## src/rtl/acq_pkg.sv

```systemverilog
// Shared definitions for the acquisition trigger block.
// Holds the FSM state encoding and the trig_type codes.
package acq_pkg;

  localparam int unsigned STATE_W = 3;
  localparam int unsigned TRIG_W  = 2;

  typedef enum logic [STATE_W-1:0] {
    ST_IDLE    = 3'd0,
    ST_WAIT_A  = 3'd1,
    ST_WAIT_B  = 3'd2,
    ST_CAPTURE = 3'd3,
    ST_READY   = 3'd4
  } acq_state_e;

  // Code 3 is not listed; it behaves like TRIG_IMM.
  localparam logic [TRIG_W-1:0] TRIG_IMM  = 2'd0;
  localparam logic [TRIG_W-1:0] TRIG_RISE = 2'd1;
  localparam logic [TRIG_W-1:0] TRIG_FALL = 2'd2;

endpackage

```

## src/rtl/acq_trig_detect.sv

```systemverilog
// Combinational edge detector for one word of NSAMP signed samples.
// Ports:
//   s_data       NSAMP*SW packed samples, sample 0 in the LSBs (oldest)
//   lower_thresh signed lower threshold
//   upper_thresh signed upper threshold
//   falling      1: A = above upper, B = below lower; 0: the reverse
//   any_a        some sample meets condition A
//   any_b        some sample meets condition B
//   a_then_b     a B sample sits at a strictly later index than an A sample
module acq_trig_detect #(
  parameter int unsigned NSAMP = 10,
  parameter int unsigned SW    = 12
) (
  input  logic [NSAMP*SW-1:0] s_data,
  input  logic [SW-1:0]       lower_thresh,
  input  logic [SW-1:0]       upper_thresh,
  input  logic                falling,
  output logic                any_a,
  output logic                any_b,
  output logic                a_then_b
);

  logic lo;
  logic hi;
  logic ca;
  logic cb;

  // any_a is tested before it absorbs the current sample, so B must follow A.
  always_comb begin
    any_a    = 1'b0;
    any_b    = 1'b0;
    a_then_b = 1'b0;
    lo       = 1'b0;
    hi       = 1'b0;
    ca       = 1'b0;
    cb       = 1'b0;
    for (int i = 0; i < int'(NSAMP); i++) begin
      lo = $signed(s_data[i*SW +: SW]) < $signed(lower_thresh);
      hi = $signed(s_data[i*SW +: SW]) > $signed(upper_thresh);
      ca = falling ? hi : lo;
      cb = falling ? lo : hi;
      if (cb && any_a) a_then_b = 1'b1;
      any_a = any_a | ca;
      any_b = any_b | cb;
    end
  end

endmodule

```

## src/rtl/acq_trigger.sv

```systemverilog
// Event acquisition trigger: waits for an immediate, rising or falling
// threshold crossing, then writes up to length_to_take words to a FIFO.
// Optional feature: define ACQ_AUTOTRIG_EN to enable the wait-state timeout
// that forces a capture after timeout_cycles clocks.
// Ports:
//   clk, rstn                 clock, async active-low reset
//   s_data, s_valid           sample word stream
//   arm                       start a new event (IDLE only)
//   trig_type                 0 immediate, 1 rising, 2 falling, 3 as 0
//   lower_thresh/upper_thresh signed thresholds
//   length_to_take            words to capture
//   timeout_cycles            auto-trigger timeout (ACQ_AUTOTRIG_EN only)
//   fifo_full                 downstream back-pressure
//   readout_done              host finished reading the event
//   fifo_wr, fifo_wdata       registered FIFO write port
//   event_ready, words_taken, event_count, truncated, auto_trig, state
module acq_trigger
  import acq_pkg::*;
#(
  parameter int unsigned NSAMP = 10,
  parameter int unsigned SW    = 12,
  parameter int unsigned CW    = 16
) (
  input  logic                clk,
  input  logic                rstn,
  input  logic [NSAMP*SW-1:0] s_data,
  input  logic                s_valid,
  input  logic                arm,
  input  logic [1:0]          trig_type,
  input  logic [SW-1:0]       lower_thresh,
  input  logic [SW-1:0]       upper_thresh,
  input  logic [CW-1:0]       length_to_take,
  input  logic [CW-1:0]       timeout_cycles,
  input  logic                fifo_full,
  input  logic                readout_done,
  output logic                fifo_wr,
  output logic [NSAMP*SW-1:0] fifo_wdata,
  output logic                event_ready,
  output logic [CW-1:0]       words_taken,
  output logic [CW-1:0]       event_count,
  output logic                truncated,
  output logic                auto_trig,
  output logic [2:0]          state
);

  localparam int unsigned W = NSAMP * SW;

  acq_state_e    state_q, state_d;
  logic [1:0]    trig_q, trig_d;
  logic [SW-1:0] lower_q, lower_d;
  logic [SW-1:0] upper_q, upper_d;
  logic [CW-1:0] length_q, length_d;
  logic [CW-1:0] words_q, words_d;
  logic [CW-1:0] evcnt_q, evcnt_d;
  logic          ev_ready_q, ev_ready_d;
  logic          trunc_q, trunc_d;
  logic          auto_q, auto_d;
  logic          wr_q, wr_d;
  logic [W-1:0]  wdata_q, wdata_d;

  logic falling;
  logic any_a;
  logic any_b;
  logic a_then_b;
  logic tmo_hit;

  assign falling = (trig_q == TRIG_FALL);

  // Crossing detection on the incoming word using the latched thresholds.
  acq_trig_detect #(
    .NSAMP(NSAMP),
    .SW   (SW)
  ) u_detect (
    .s_data      (s_data),
    .lower_thresh(lower_q),
    .upper_thresh(upper_q),
    .falling     (falling),
    .any_a       (any_a),
    .any_b       (any_b),
    .a_then_b    (a_then_b)
  );

`ifdef ACQ_AUTOTRIG_EN
  // Wait-state timeout counter; spans WAIT_A and WAIT_B, cleared on arm.
  logic [CW-1:0] tmo_cnt_q;
  logic          in_wait;

  assign in_wait = (state_q == ST_WAIT_A) || (state_q == ST_WAIT_B);
  assign tmo_hit = in_wait && (timeout_cycles != '0) &&
                   (tmo_cnt_q == timeout_cycles - CW'(1));

  always_ff @(posedge clk or negedge rstn) begin
    if (!rstn) begin
      tmo_cnt_q <= '0;
    end else if ((state_q == ST_IDLE) && arm) begin
      tmo_cnt_q <= '0;
    end else if (in_wait) begin
      tmo_cnt_q <= tmo_cnt_q + CW'(1);
    end
  end
`else
  logic unused_tmo;

  assign unused_tmo = ^timeout_cycles;
  assign tmo_hit    = 1'b0;
`endif

  // Next-state and next-output logic.
  always_comb begin
    state_d    = state_q;
    trig_d     = trig_q;
    lower_d    = lower_q;
    upper_d    = upper_q;
    length_d   = length_q;
    words_d    = words_q;
    evcnt_d    = evcnt_q;
    ev_ready_d = ev_ready_q;
    trunc_d    = trunc_q;
    auto_d     = auto_q;
    wr_d       = 1'b0;
    wdata_d    = wdata_q;

    case (state_q)
      ST_IDLE: begin
        if (arm) begin
          trig_d   = trig_type;
          lower_d  = lower_thresh;
          upper_d  = upper_thresh;
          length_d = length_to_take;
          words_d  = '0;
          trunc_d  = 1'b0;
          auto_d   = 1'b0;
          state_d  = ((trig_type == TRIG_RISE) || (trig_type == TRIG_FALL)) ?
                     ST_WAIT_A : ST_CAPTURE;
        end
      end
      ST_WAIT_A: begin
        if (s_valid && a_then_b) begin
          state_d = ST_CAPTURE;
        end else if (tmo_hit) begin
          state_d = ST_CAPTURE;
          auto_d  = 1'b1;
        end else if (s_valid && any_a) begin
          state_d = ST_WAIT_B;
        end
      end
      ST_WAIT_B: begin
        if (s_valid && any_b) begin
          state_d = ST_CAPTURE;
        end else if (tmo_hit) begin
          state_d = ST_CAPTURE;
          auto_d  = 1'b1;
        end
      end
      ST_CAPTURE: begin
        // Completion wins over back-pressure; a full FIFO only truncates.
        if (words_q == length_q) begin
          state_d    = ST_READY;
          ev_ready_d = 1'b1;
          evcnt_d    = evcnt_q + CW'(1);
        end else if (fifo_full) begin
          state_d    = ST_READY;
          trunc_d    = 1'b1;
          ev_ready_d = 1'b1;
          evcnt_d    = evcnt_q + CW'(1);
        end else if (s_valid) begin
          wr_d    = 1'b1;
          wdata_d = s_data;
          words_d = words_q + CW'(1);
        end
      end
      ST_READY: begin
        if (readout_done) begin
          ev_ready_d = 1'b0;
          state_d    = ST_IDLE;
        end
      end
      default: begin
        state_d = ST_IDLE;
      end
    endcase
  end

  // State and output registers.
  always_ff @(posedge clk or negedge rstn) begin
    if (!rstn) begin
      state_q    <= ST_IDLE;
      trig_q     <= '0;
      lower_q    <= '0;
      upper_q    <= '0;
      length_q   <= '0;
      words_q    <= '0;
      evcnt_q    <= '0;
      ev_ready_q <= 1'b0;
      trunc_q    <= 1'b0;
      auto_q     <= 1'b0;
      wr_q       <= 1'b0;
      wdata_q    <= '0;
    end else begin
      state_q    <= state_d;
      trig_q     <= trig_d;
      lower_q    <= lower_d;
      upper_q    <= upper_d;
      length_q   <= length_d;
      words_q    <= words_d;
      evcnt_q    <= evcnt_d;
      ev_ready_q <= ev_ready_d;
      trunc_q    <= trunc_d;
      auto_q     <= auto_d;
      wr_q       <= wr_d;
      wdata_q    <= wdata_d;
    end
  end

  assign fifo_wr     = wr_q;
  assign fifo_wdata  = wdata_q;
  assign event_ready = ev_ready_q;
  assign words_taken = words_q;
  assign event_count = evcnt_q;
  assign truncated   = trunc_q;
  assign auto_trig   = auto_q;
  assign state       = state_q;

endmodule

```

## config.mk

```make
export PLATFORM = sky130hd
export DESIGN_NAME = acq_trigger
export DESIGN_NICKNAME = d
export VERILOG_FILES = /design/src/rtl/acq_pkg.sv /design/src/rtl/acq_trig_detect.sv /design/src/rtl/acq_trigger.sv
export SDC_FILE = /design/constraint.sdc
export NUM_CORES = 1
export LEC_CHECK = 0
export ABC_AREA = 1
export CORE_MARGIN = 3
export CORE_UTILIZATION = 25
export DETAILED_ROUTE_END_ITERATION = 8
export MAX_ROUTING_LAYER = met4
export PLACE_DENSITY_LB_ADDON = 0.25
export SYNTH_ARGS = -nofsm -noshare
export SYNTH_HDL_FRONTEND = slang
export SYNTH_SLANG_ARGS = --single-unit
```

## constraint.sdc

```tcl
create_clock -name clk -period 7.75 [get_ports clk]
set_clock_uncertainty 0.1 [all_clocks]
set_input_delay 1.55 -clock clk [delete_from_list [all_inputs] [get_ports clk]]
set_output_delay 1.55 -clock clk [all_outputs]
set_load 0.005 [all_outputs]
```

* Word-level counts from Yosys, hierarchy flattened
Index checks and enable logic that the tools add are counted.
Cells by class: order comparisons 20, reduce and logical (&&, ||, !) cells 24, bitwise operators 20, equality and inequality tests 17, mux-type cells 56, $add $sub $neg 2
Operators with widths (count):
- $gt 12x12->1 | 10
- $lt 12x12->1 | 10
- $mux 16 | 6
- $mux 1 | 38
- $add 16x1->16 const B | 2
- $pmux 16 s2 | 1
- $mux 3 | 7
- $or 1x1->1 | 18
- $eq 16x16->1 | 1
- $pmux 3 s5 | 1
- $ne 2x2->1 const B | 7
- $logic_and 1x1->1 | 12
- $reduce_and 5->1 | 2
- $reduce_and 4->1 | 2
- $eq 3x2->1 const B | 2
- $ne 3x3->1 const B | 2
- $reduce_bool 2->1 | 3
- $eq 2x2->1 const B | 2
- $pmux 1 s2 | 2
- $reduce_and 2->1 | 2
- $eq 3x1->1 const B | 1
- $eq 3x3->1 const B | 1
- $logic_not 3->1 | 1
- $reduce_and 3->1 | 1
- other kinds (4) | 5
Storage, ports and cells: register bits 200, logic and storage cells 150, output and inout port bits 159

* Depth between registers and ports, before layout
Gate-level depths: netlist of run 1.
depth in word-level cells 15, mapped depth 25, depth with buffers taken out 25

* Hierarchy
Synthesis of run 1 repeated with hierarchy kept, for this count alone.
Second synthesis, totals: cell total of the unflattened synthesis 1986, area total of the unflattened synthesis 14883.0 um^2
Modules (own cells, without submodules):
- acq_trigger | cells each 1048, seq. area each 5004.8 um^2, instances 1, area an instance 8839.7 um^2
- acq_trig_detect | cells each 938, seq. area each 0.0 um^2, instances 1, area an instance 6043.3 um^2

* Least setup slack after synthesis of run 1
Ideal clock, no wire load.
kind input to register, start in s_data[23], end reg state_q[1], in the netlist state[1], required time 7.523 ns, setup time 0.127 ns, slack 4.225 ns, stages on the path 20, arrival 3.297 ns, path buffers 0, cells stage by stage ha_1 -> nand2_1 -> inv_1 -> nand2_1 -> nor2_1 -> nand2_1 -> nand3_1 -> nand2_1 -> nand3_1 -> nand2_1 -> nand2_1 -> nand3_1 -> nor2_1 -> nand4_1 -> inv_1 -> nand4_1 -> nand2_1 -> nand2_1 -> nand3_1 -> o21ai_0
On the way: longest elaborated chain between the ends 15, elaborated cells between the ends (all ways) 48, classes of those cells order compare: 2; eq/ne: 2; mux: 13; bitwise: 18; reduce/logical: 13
Ends and longest elaborated chain:
- start: declaration | line acq_trigger.sv:26 | input logic [NSAMP*SW-1:0] s_data,
- $gt 12x12->1 or $lt 12x12->1 (tied branches) | line acq_trig_detect.sv:39, acq_trig_detect.sv:38
- $mux 1 (on tied branches) | line acq_trig_detect.sv:41, acq_trig_detect.sv:40
- $logic_and 1x1->1 or $or 1x1->1 (tied branches) | line acq_trig_detect.sv:42, acq_trig_detect.sv:43
- $mux 1 (tied with other cells) (7 in series) | line acq_trig_detect.sv:42 | if (cb && any_a) a_then_b = 1'b1;
- $mux 1 or $logic_and 1x1->1 (tied branches) | line acq_trig_detect.sv:42
- $mux 1 | line acq_trig_detect.sv:42
- $logic_and 1x1->1 | line acq_trigger.sv:138 | if (s_valid && a_then_b) begin
- $ne 3x3->1 (no line) or $mux 3 (tied branches)
- $reduce_and 5->1 (no line) or $pmux 3 s5 (tied branches)
- end signal: assignment | line acq_trigger.sv:200 | state_q <= state_d;
- end: declaration | line acq_trigger.sv:48 | acq_state_e state_q, state_d;
Parallel ways exist; a longest one is shown, timed or not. A chain may end at the register's enable or synchronous reset.

* Worst setup path after layout of run 1
start in s_data[35], end reg state_q[0], in the netlist state[0]
On the way: longest elaborated chain between the ends 14, elaborated cells between the ends (all ways) 44, classes of those cells order compare: 2; eq/ne: 2; mux: 12; bitwise: 16; reduce/logical: 12
Ends and longest elaborated chain (line):
- $gt 12x12->1 or $lt 12x12->1 (tied branches) | acq_trig_detect.sv:39, acq_trig_detect.sv:38
- $mux 1 (on tied branches) | acq_trig_detect.sv:41, acq_trig_detect.sv:40
- $logic_and 1x1->1 or $or 1x1->1 (tied branches) | acq_trig_detect.sv:42, acq_trig_detect.sv:43
- $mux 1 (tied with other cells) (6 in series) | acq_trig_detect.sv:42
- $mux 1 or $logic_and 1x1->1 (tied branches) | acq_trig_detect.sv:42
- $mux 1 | acq_trig_detect.sv:42
- $logic_and 1x1->1 | acq_trigger.sv:138
- $ne 3x3->1 (no line) or $mux 3 (tied branches)
- $reduce_and 5->1 (no line) or $pmux 3 s5 (tied branches)
Parallel ways exist; a longest one is shown, timed or not.

==> out/qor.json, run 1 <==
{
  "setup_path": {
    "worst_setup_path_end_kind": "register",
    "crit_path_cell_trace": "clkdlybuf4s50_1 -> ha_1 -> nand2_1 -> inv_1 -> nand2_1 -> nor2_1 -> nand2_1 -> nand3_1 -> nand2_1 -> nand3_1 -> nand2_1 -> nand2_1 -> nand3_1 -> nor2_1 -> nor2_1 -> nor2_1 -> nand3_1 -> nor2_1 -> nand3_1 -> nand2_1 -> nand2_1 -> nand3_1 -> nand2_1",
    "start_kind": "input port",
    "worst_path_cell_with_the_longest_stage_delay": "sky130_fd_sc_hd__clkdlybuf4s50_1",
    "setup.worst_path.class": "input port to register",
    "worst_path_dominant_cell_family": "simple AND/OR/NAND/NOR gates",
    "cp_num_buf_inv": 2,
    "worst_path_most_repeated_cell": "sky130_fd_sc_hd__nand2_1",
    "r2r_setup_slack_ns": 3.99,
    "critical_path_arrival_ns": 4.56,
    "peak_fanout_along_the_critical_path": 3,
    "cp_data_required_time_ns": 8.04,
    "timing.critical_path.slowest_cell_delay_ns": 0.50
  },
  "timing": {
    "hold_viol": 0,
    "setup_slack_ns": 3.48,
    "timing.max_slew.rel_slack_pct": 34.3,
    "layout_min_cycle_time_ns": 4.27,
    "final-setup-viol-count": 0,
    "max_clock_freq_mhz": 234,
    "timing.hold.ws_ns": 0.371,
    "rsz0062_at_grt": "no",
    "tightest_slew_ns": 0.984,
    "tns_ns": 0,
    "final_report_max_slew_violation_count": 0,
    "fin_crit_sh_pct": 55.1
  },
  "routing": {
    "remaining_antenna_violation_count": 0,
    "detail_route.vias_per_cell": 4.53,
    "via_count": 13300,
    "post_drt_wl_per_cell_um": 17.9,
    "drt_pre_antenna_iters": 7,
    "drt-total-wl_um": 52400,
    "detail_route.iter0.violations": 705,
    "detail_route.drc_violations": 0
  },
  "final_layout": {
    "finalCoreUtilization_pct": 34.0,
    "fin_nets": 2577,
    "fin_area_sq_um": 18900,
    "final_layout_size_suffix_gt1_share_pct": 3.54,
    "area.growth.synth_to_final_pct": 33.5,
    "layout.cells.non_filler": 2926
  },
  "floorplan": {
    "floorplan.rows": 86,
    "die-width_um": 244,
    "floorplan.io_pins": 343,
    "core_area_sq_um": 55500,
    "dieHeight_um": 244,
    "die_area_sq_um": 59500,
    "start_util_pct": 25.5
  },
  "global_route": {
    "largest_net_degree_at_the_start_of_global_routing": 109,
    "grt_pass1_vias": 13100,
    "grt_use_total_pct": 18.2,
    "global_route.overflow_total": 0,
    "antenna_found_initial": 4,
    "grt_first_pass_wirelength_um": 78500
  },
  "placement": {
    "placedInstanceArea_sq_um": 18300,
    "dp_hpwl_um": 38700,
    "placement.setup.worst_slack_ns": 2.93,
    "place_congestion": 0.812,
    "placedCellCount": 2890,
    "placement.io_buffers": 325
  },
  "power": {
    "power.density_nw_per_um2": 349,
    "static-leakage-power_nw": 9.42,
    "finalPower_mw": 6.60,
    "vdd_ir_drop_max_v": 0.000171
  },
  "synth": {
    "synth.ff_latch_count": 200,
    "ys_dominant_reg_cell": "sky130_fd_sc_hd__dfrtp_1",
    "postSynthCellCount": 1846,
    "synth_enable_flop_cells": 0,
    "synth.yosys.seq_area_share_pct": 35.4,
    "async_flop_share_pct": 100,
    "yosys_warnings": 0,
    "synthesis.area_sq_um": 14200,
    "synthDistinctLibCells": 47,
    "synth.avg_cell_area_sq_um": 7.67,
    "mappedNetlistNets": 2262
  },
  "clock_network": {
    "post_cts_hold_buffer_count": 0,
    "cts.sink_count": 200,
    "cts-htree-levels": 4,
    "max-clock-path-buffers": 2,
    "numCtsBuffers": 17,
    "cts_post_setup_buffers_inserted": 0,
    "cts.clk_slew.worst_paths_ns": 0.08,
    "clockRootBuffer": "sky130_fd_sc_hd__clkbuf_16",
    "cts_tree": "built",
    "clk-insertion-delay-late_ns": 0.49,
    "post_cts_resized": 0
  },
  "outcome": {
    "status": "complete, no violations"
  },
  "hold_path": {
    "hold_class": "register to register"
  },
  "flow_run": {
    "cap_violations": 0
  }
}
[cells in the mapped netlist (2+ instances only)]
cell | instances | area (sq um)
sky130_fd_sc_hd__a211oi_1 | 2 | 15.0
sky130_fd_sc_hd__a21boi_0 | 2 | 15.0
sky130_fd_sc_hd__a21o_1 | 8 | 60.1
sky130_fd_sc_hd__a21oi_1 | 97 | 485
sky130_fd_sc_hd__a31oi_1 | 3 | 18.8
sky130_fd_sc_hd__buf_1 | 3 | 11.3
sky130_fd_sc_hd__buf_2 | 4 | 20.0
sky130_fd_sc_hd__buf_4 | 2 | 15.0
sky130_fd_sc_hd__buf_6 | 2 | 22.5
sky130_fd_sc_hd__clkbuf_1 | 31 | 116
sky130_fd_sc_hd__dfrtp_1 | 200 | 5000
sky130_fd_sc_hd__ha_1 | 232 | 2900
sky130_fd_sc_hd__inv_1 | 156 | 586
sky130_fd_sc_hd__nand2_1 | 716 | 2690
sky130_fd_sc_hd__nand2_2 | 2 | 12.5
sky130_fd_sc_hd__nand3_1 | 84 | 420
sky130_fd_sc_hd__nand3_2 | 4 | 40.0
sky130_fd_sc_hd__nand3b_1 | 3 | 22.5
sky130_fd_sc_hd__nand4_1 | 28 | 175
sky130_fd_sc_hd__nor2_1 | 78 | 293
sky130_fd_sc_hd__nor2_2 | 4 | 25.0
sky130_fd_sc_hd__nor2_4 | 4 | 45.0
sky130_fd_sc_hd__nor3_1 | 20 | 100
sky130_fd_sc_hd__nor3_2 | 2 | 20.0
sky130_fd_sc_hd__nor4_1 | 6 | 37.5
sky130_fd_sc_hd__nor4_2 | 2 | 25.0
sky130_fd_sc_hd__o211ai_1 | 3 | 22.5
sky130_fd_sc_hd__o21ai_0 | 87 | 435
sky130_fd_sc_hd__o21ai_1 | 6 | 30.0
sky130_fd_sc_hd__o31ai_1 | 2 | 15.0
sky130_fd_sc_hd__or2_2 | 3 | 18.8
sky130_fd_sc_hd__xnor2_1 | 10 | 87.6
sky130_fd_sc_hd__xor2_1 | 26 | 228
[routing by layer]
layer | vias up | global-route usage, % | share of wire [%]
met5 | - | - | 0
met4 | 0 | 6.99 | 3.1
met3 | 71 | 3.55 | 4.6
met2 | 344 | 28.0 | 45
met1 | 6148 | 23.5 | 48
li1 | 6689 | - | -
[final cells by class]
class | instances | area, sq um
Fill cell | 5884 | 36600
Tap cell | 748 | 936
Clock buffer | 18 | 439
Antenna cell | 4 | 10.0
Sequential cell | 200 | 5000
Multi-Input combinational cell | 1445 | 8380
Inverter | 159 | 601
Clock inverter | 14 | 174
Timing Repair Buffer | 338 | 3360
[worst min-delay path, cell delays in order (launching register included)]
cell                      delay (ns)
sky130_fd_sc_hd__dfrtp_1        0.35
sky130_fd_sc_hd__nand2_1        0.05
sky130_fd_sc_hd__nand2_1        0.04
[cell families after synthesis]
kind of cell             Yosys count  synth area share [%]
adder cells (fa/ha/maj)          232                  20.5
flip-flops                       200                  35.4
AND/OR/NAND/NOR                  962                  28.3
XOR/XNOR                          36                  2.23
buffers and inverters            201                  5.53
other                              1                0.0265
AO/OA/AOI/OAI                    214                  8.05
[path summary, 6_finish.rpt]
check | cells past startpoint | from | endpoint
max in group asynchronous | 2 | rstn | fifo_wdata[22]
setup / recovery | 23 | s_data[35] | state[0]
min in group asynchronous | 1 | rstn | fifo_wdata[105]
hold reg to reg | 2 | fifo_wdata[92] | fifo_wdata[92]
hold / removal | 2 | fifo_wdata[92] | fifo_wdata[92]
setup reg to reg | 22 | upper_q[5] | state[0]
[state kept, by name (all words and copies together), names as in the netlist, 2 cells and up]
name	cells
length_q	16
lower_q	12
trig_q	2
upper_q	12
fifo_wdata	120
words_taken	16
event_count	16
state	3
[placed cells by master (no fill, tap or decap), drive strengths merged, types with 2 or more instances in the layout]
cell type	n
nand3b	3
clkinv	4
ha	232
a211oi	2
clkbuf	18
nand4	30
o211ai	3
buf	14
dfrtp	200
o31ai	2
diode	4
xnor2	10
xor2	26
nand3	88
inv	166
a21o	8
a21boi	2
clkdlybuf4s50	324
a21oi	97
nor3	23
nand2	718
nor4	9
o21ai	94
clkinvlp	2
or2	3
nor2	86
a31oi	3
[power breakdown]
| part | leakage (nW) | switching, mW | total [mW] | internal (mW) |
|---|---|---|---|---|
| Clock | 0.295 | 0.487 | 0.961 | 0.474 |
| Sequential | 2.53 | 0.256 | 1.73 | 1.47 |
| Combinational | 6.59 | 2.32 | 3.91 | 1.59 |
No activity file was read; power rests on OpenSTA's default activity.
==> run 2: changes to the inputs <==
==> constraint.sdc (replaced) <==
create_clock -name clk -period 3.57 [get_ports clk]
set_clock_uncertainty 0.1 [all_clocks]
set_input_delay 0.714 -clock clk [delete_from_list [all_inputs] [get_ports clk]]
set_output_delay 0.714 -clock clk [all_outputs]
set_load 0.005 [all_outputs]
==> run 2 against run 1 <==
Compared with the run above: power rose by 120%; final cell count increased by 1.9%; largest power group unchanged; sequential cell count is the same; register-to-register slack got worse by 3.6 ns; clock power is 130% higher; non-clock buffer count is 54 higher; die area unchanged; design area rose by 2.7%; critical endpoint unchanged; worst setup slack worse by 3.1 ns; sequential share of layout area is 0.71 points lower.
==> out/qor.json, run 2 (synthesized netlist as in run 1, its figures left out) <==
{
  "final_layout": {
    "largest_register_ffs": 120,
    "final_layout_size_suffix_gt1_share_pct": 5.88,
    "fin_area_sq_um": 19400,
    "layout.cells.most_common": "sky130_fd_sc_hd__nand2_1",
    "final.fill_count": 5859,
    "area.growth.synth_to_final_pct": 37.2,
    "fin_nets": 2631,
    "mostFrequentLayoutCells": "sky130_fd_sc_hd__nand2_1, sky130_fd_sc_hd__clkdlybuf4s50_1, sky130_fd_sc_hd__ha_1"
  },
  "power": {
    "power.density_nw_per_um2": 760,
    "finalPower_mw": 14.8,
    "static-leakage-power_nw": 9.72,
    "vdd_ir_drop_max_v": 0.000449
  },
  "floorplan": {
    "floorplan.io_pins": 343,
    "die-width_um": 244,
    "floorplan.rows": 86,
    "die_area_sq_um": 59500,
    "core_area_sq_um": 55500,
    "dieHeight_um": 244,
    "start_util_pct": 25.5
  },
  "placement": {
    "dp_hpwl_um": 42200,
    "placedInstanceArea_sq_um": 18700,
    "placement.io_buffers": 325,
    "place_congestion": 0.853
  },
  "routing": {
    "detail_route.vias_per_cell": 4.52,
    "remaining_antenna_violation_count": 0,
    "post_drt_wl_per_cell_um": 18.0,
    "detail_route.iter0.violations": 680,
    "drt_pre_antenna_iters": 4,
    "detail_route.drc_violations": 0,
    "via_count": 13500,
    "drt-total-wl_um": 53700
  },
  "outcome": {
    "status": "complete, no violations"
  },
  "clock_network": {
    "cts.sink_count": 200,
    "numCtsBuffers": 17,
    "post_cts_resized": 0,
    "cts_tree": "built",
    "clockRootBuffer": "sky130_fd_sc_hd__clkbuf_16",
    "post_cts_hold_buffer_count": 0,
    "cts.clk_slew.worst_paths_ns": 0.09,
    "clk-insertion-delay-late_ns": 0.50,
    "cts_post_setup_buffers_inserted": 0,
    "max-clock-path-buffers": 2,
    "cts-htree-levels": 4
  },
  "global_route": {
    "largest_net_degree_at_the_start_of_global_routing": 96,
    "antenna_found_initial": 6,
    "grt_pass1_vias": 13300,
    "grt_use_total_pct": 18.6,
    "grt_first_pass_wirelength_um": 80600,
    "global_route.overflow_total": 0
  },
  "setup_path": {
    "peak_fanout_along_the_critical_path": 6,
    "critical_path_arrival_ns": 3.48,
    "cp_data_required_time_ns": 3.85,
    "start_kind": "register",
    "worst_setup_path_end_kind": "register",
    "setup.worst_path.class": "register to register"
  },
  "flow_run": {
    "cap_violations": 0
  },
  "timing": {
    "fin_crit_sh_pct": 89.6,
    "rsz0062_at_grt": "no",
    "final-setup-viol-count": 0,
    "max_clock_freq_mhz": 313,
    "layout_min_cycle_time_ns": 3.20,
    "timing.max_slew.rel_slack_pct": 41.9,
    "hold_viol": 0,
    "final_report_max_slew_violation_count": 0,
    "tightest_slew_ns": 0.872
  },
  "hold_path": {
    "hold_class": "input port to async pin"
  }
}
run 2: through the flow:
step	utilization [%]	hold slack [ns]	setup slack (ns)	std cells	TNS, ns
floorplan	-	0.318	0.881	1846	0
global placement	33.8	0.354	-0.174	2944	-0.313
detailed placement	33.8	0.358	-0.129	2944	-0.254
CTS	34.9	0.132	0.313	2976	0
global route	35.0	0.130	0.0547	2982	0
finish	35.0	0.0893	0.373	2983	0
run 2: critical path: stages, from the launching register on:
cell and delay, ns:
sky130_fd_sc_hd__dfrtp_1 0.37, sky130_fd_sc_hd__inv_1 0.30, sky130_fd_sc_hd__buf_4 0.30, sky130_fd_sc_hd__ha_1 0.28
sky130_fd_sc_hd__nand2_1 0.08, sky130_fd_sc_hd__inv_1 0.04, sky130_fd_sc_hd__o21ai_0 0.16, sky130_fd_sc_hd__a21oi_1 0.10
sky130_fd_sc_hd__nor2_1 0.14, sky130_fd_sc_hd__nand2_1 0.07, sky130_fd_sc_hd__nand2_1 0.07, sky130_fd_sc_hd__nand3_1 0.06
sky130_fd_sc_hd__nand2_1 0.16, sky130_fd_sc_hd__nand4_1 0.16, sky130_fd_sc_hd__nor2_1 0.13, sky130_fd_sc_hd__nand4_1 0.09
sky130_fd_sc_hd__nand2_1 0.08, sky130_fd_sc_hd__nand3_1 0.13, sky130_fd_sc_hd__nand2_1 0.09, sky130_fd_sc_hd__nand2_1 0.05
sky130_fd_sc_hd__nand3_1 0.07, sky130_fd_sc_hd__nand2_1 0.05
run 2: final timing paths:
check / start / to / slack [ns] / depth (start not counted)
max reg2reg: lower_q[5] / state[0] / 0.37 / 21
max: lower_q[5] / state[0] / 0.37 / 21
max in group asynchronous: rstn / fifo_wdata[14] / 2.39 / 2
min: rstn / fifo_wdata[105] / 0.09 / 1
min in group clk: fifo_wdata[54] / fifo_wdata[54] / 0.37 / 2
min reg2reg: fifo_wdata[54] / fifo_wdata[54] / 0.37 / 2
run 2: area by class of cell:
class,count,area (sq um),area share [%]
well taps,748,936,4.82
clock buffers,17,425,2.19
multi-input cells,1445,8380,43.2
repair buffers,392,3820,19.7
clock inverters,15,230,1.19
inverters,159,601,3.09
flip-flops and latches,200,5000,25.8
diodes,7,17.5,0.0902
run 2: report_power, final:
part	switching [mW]	total [mW]	leakage [nW]	internal (mW)
combinational	5.00	8.80	6.87	3.80
sequential	0.571	3.76	2.53	3.19
clock	1.05	2.20	0.318	1.15
run 2: routing by layer:
| metal | share of wire (%) | GRT usage (%) | wire length [um] | up-vias |
|---|---|---|---|---|
| met5 | 0 | - | 0 | - |
| met4 | 2.3 | 5.31 | 1250 | 0 |
| met3 | 4.3 | 3.77 | 2330 | 52 |
| met2 | 45 | 28.8 | 24400 | 326 |
| met1 | 48 | 24.5 | 25800 | 6313 |
| li1 | - | - | - | 6799 |
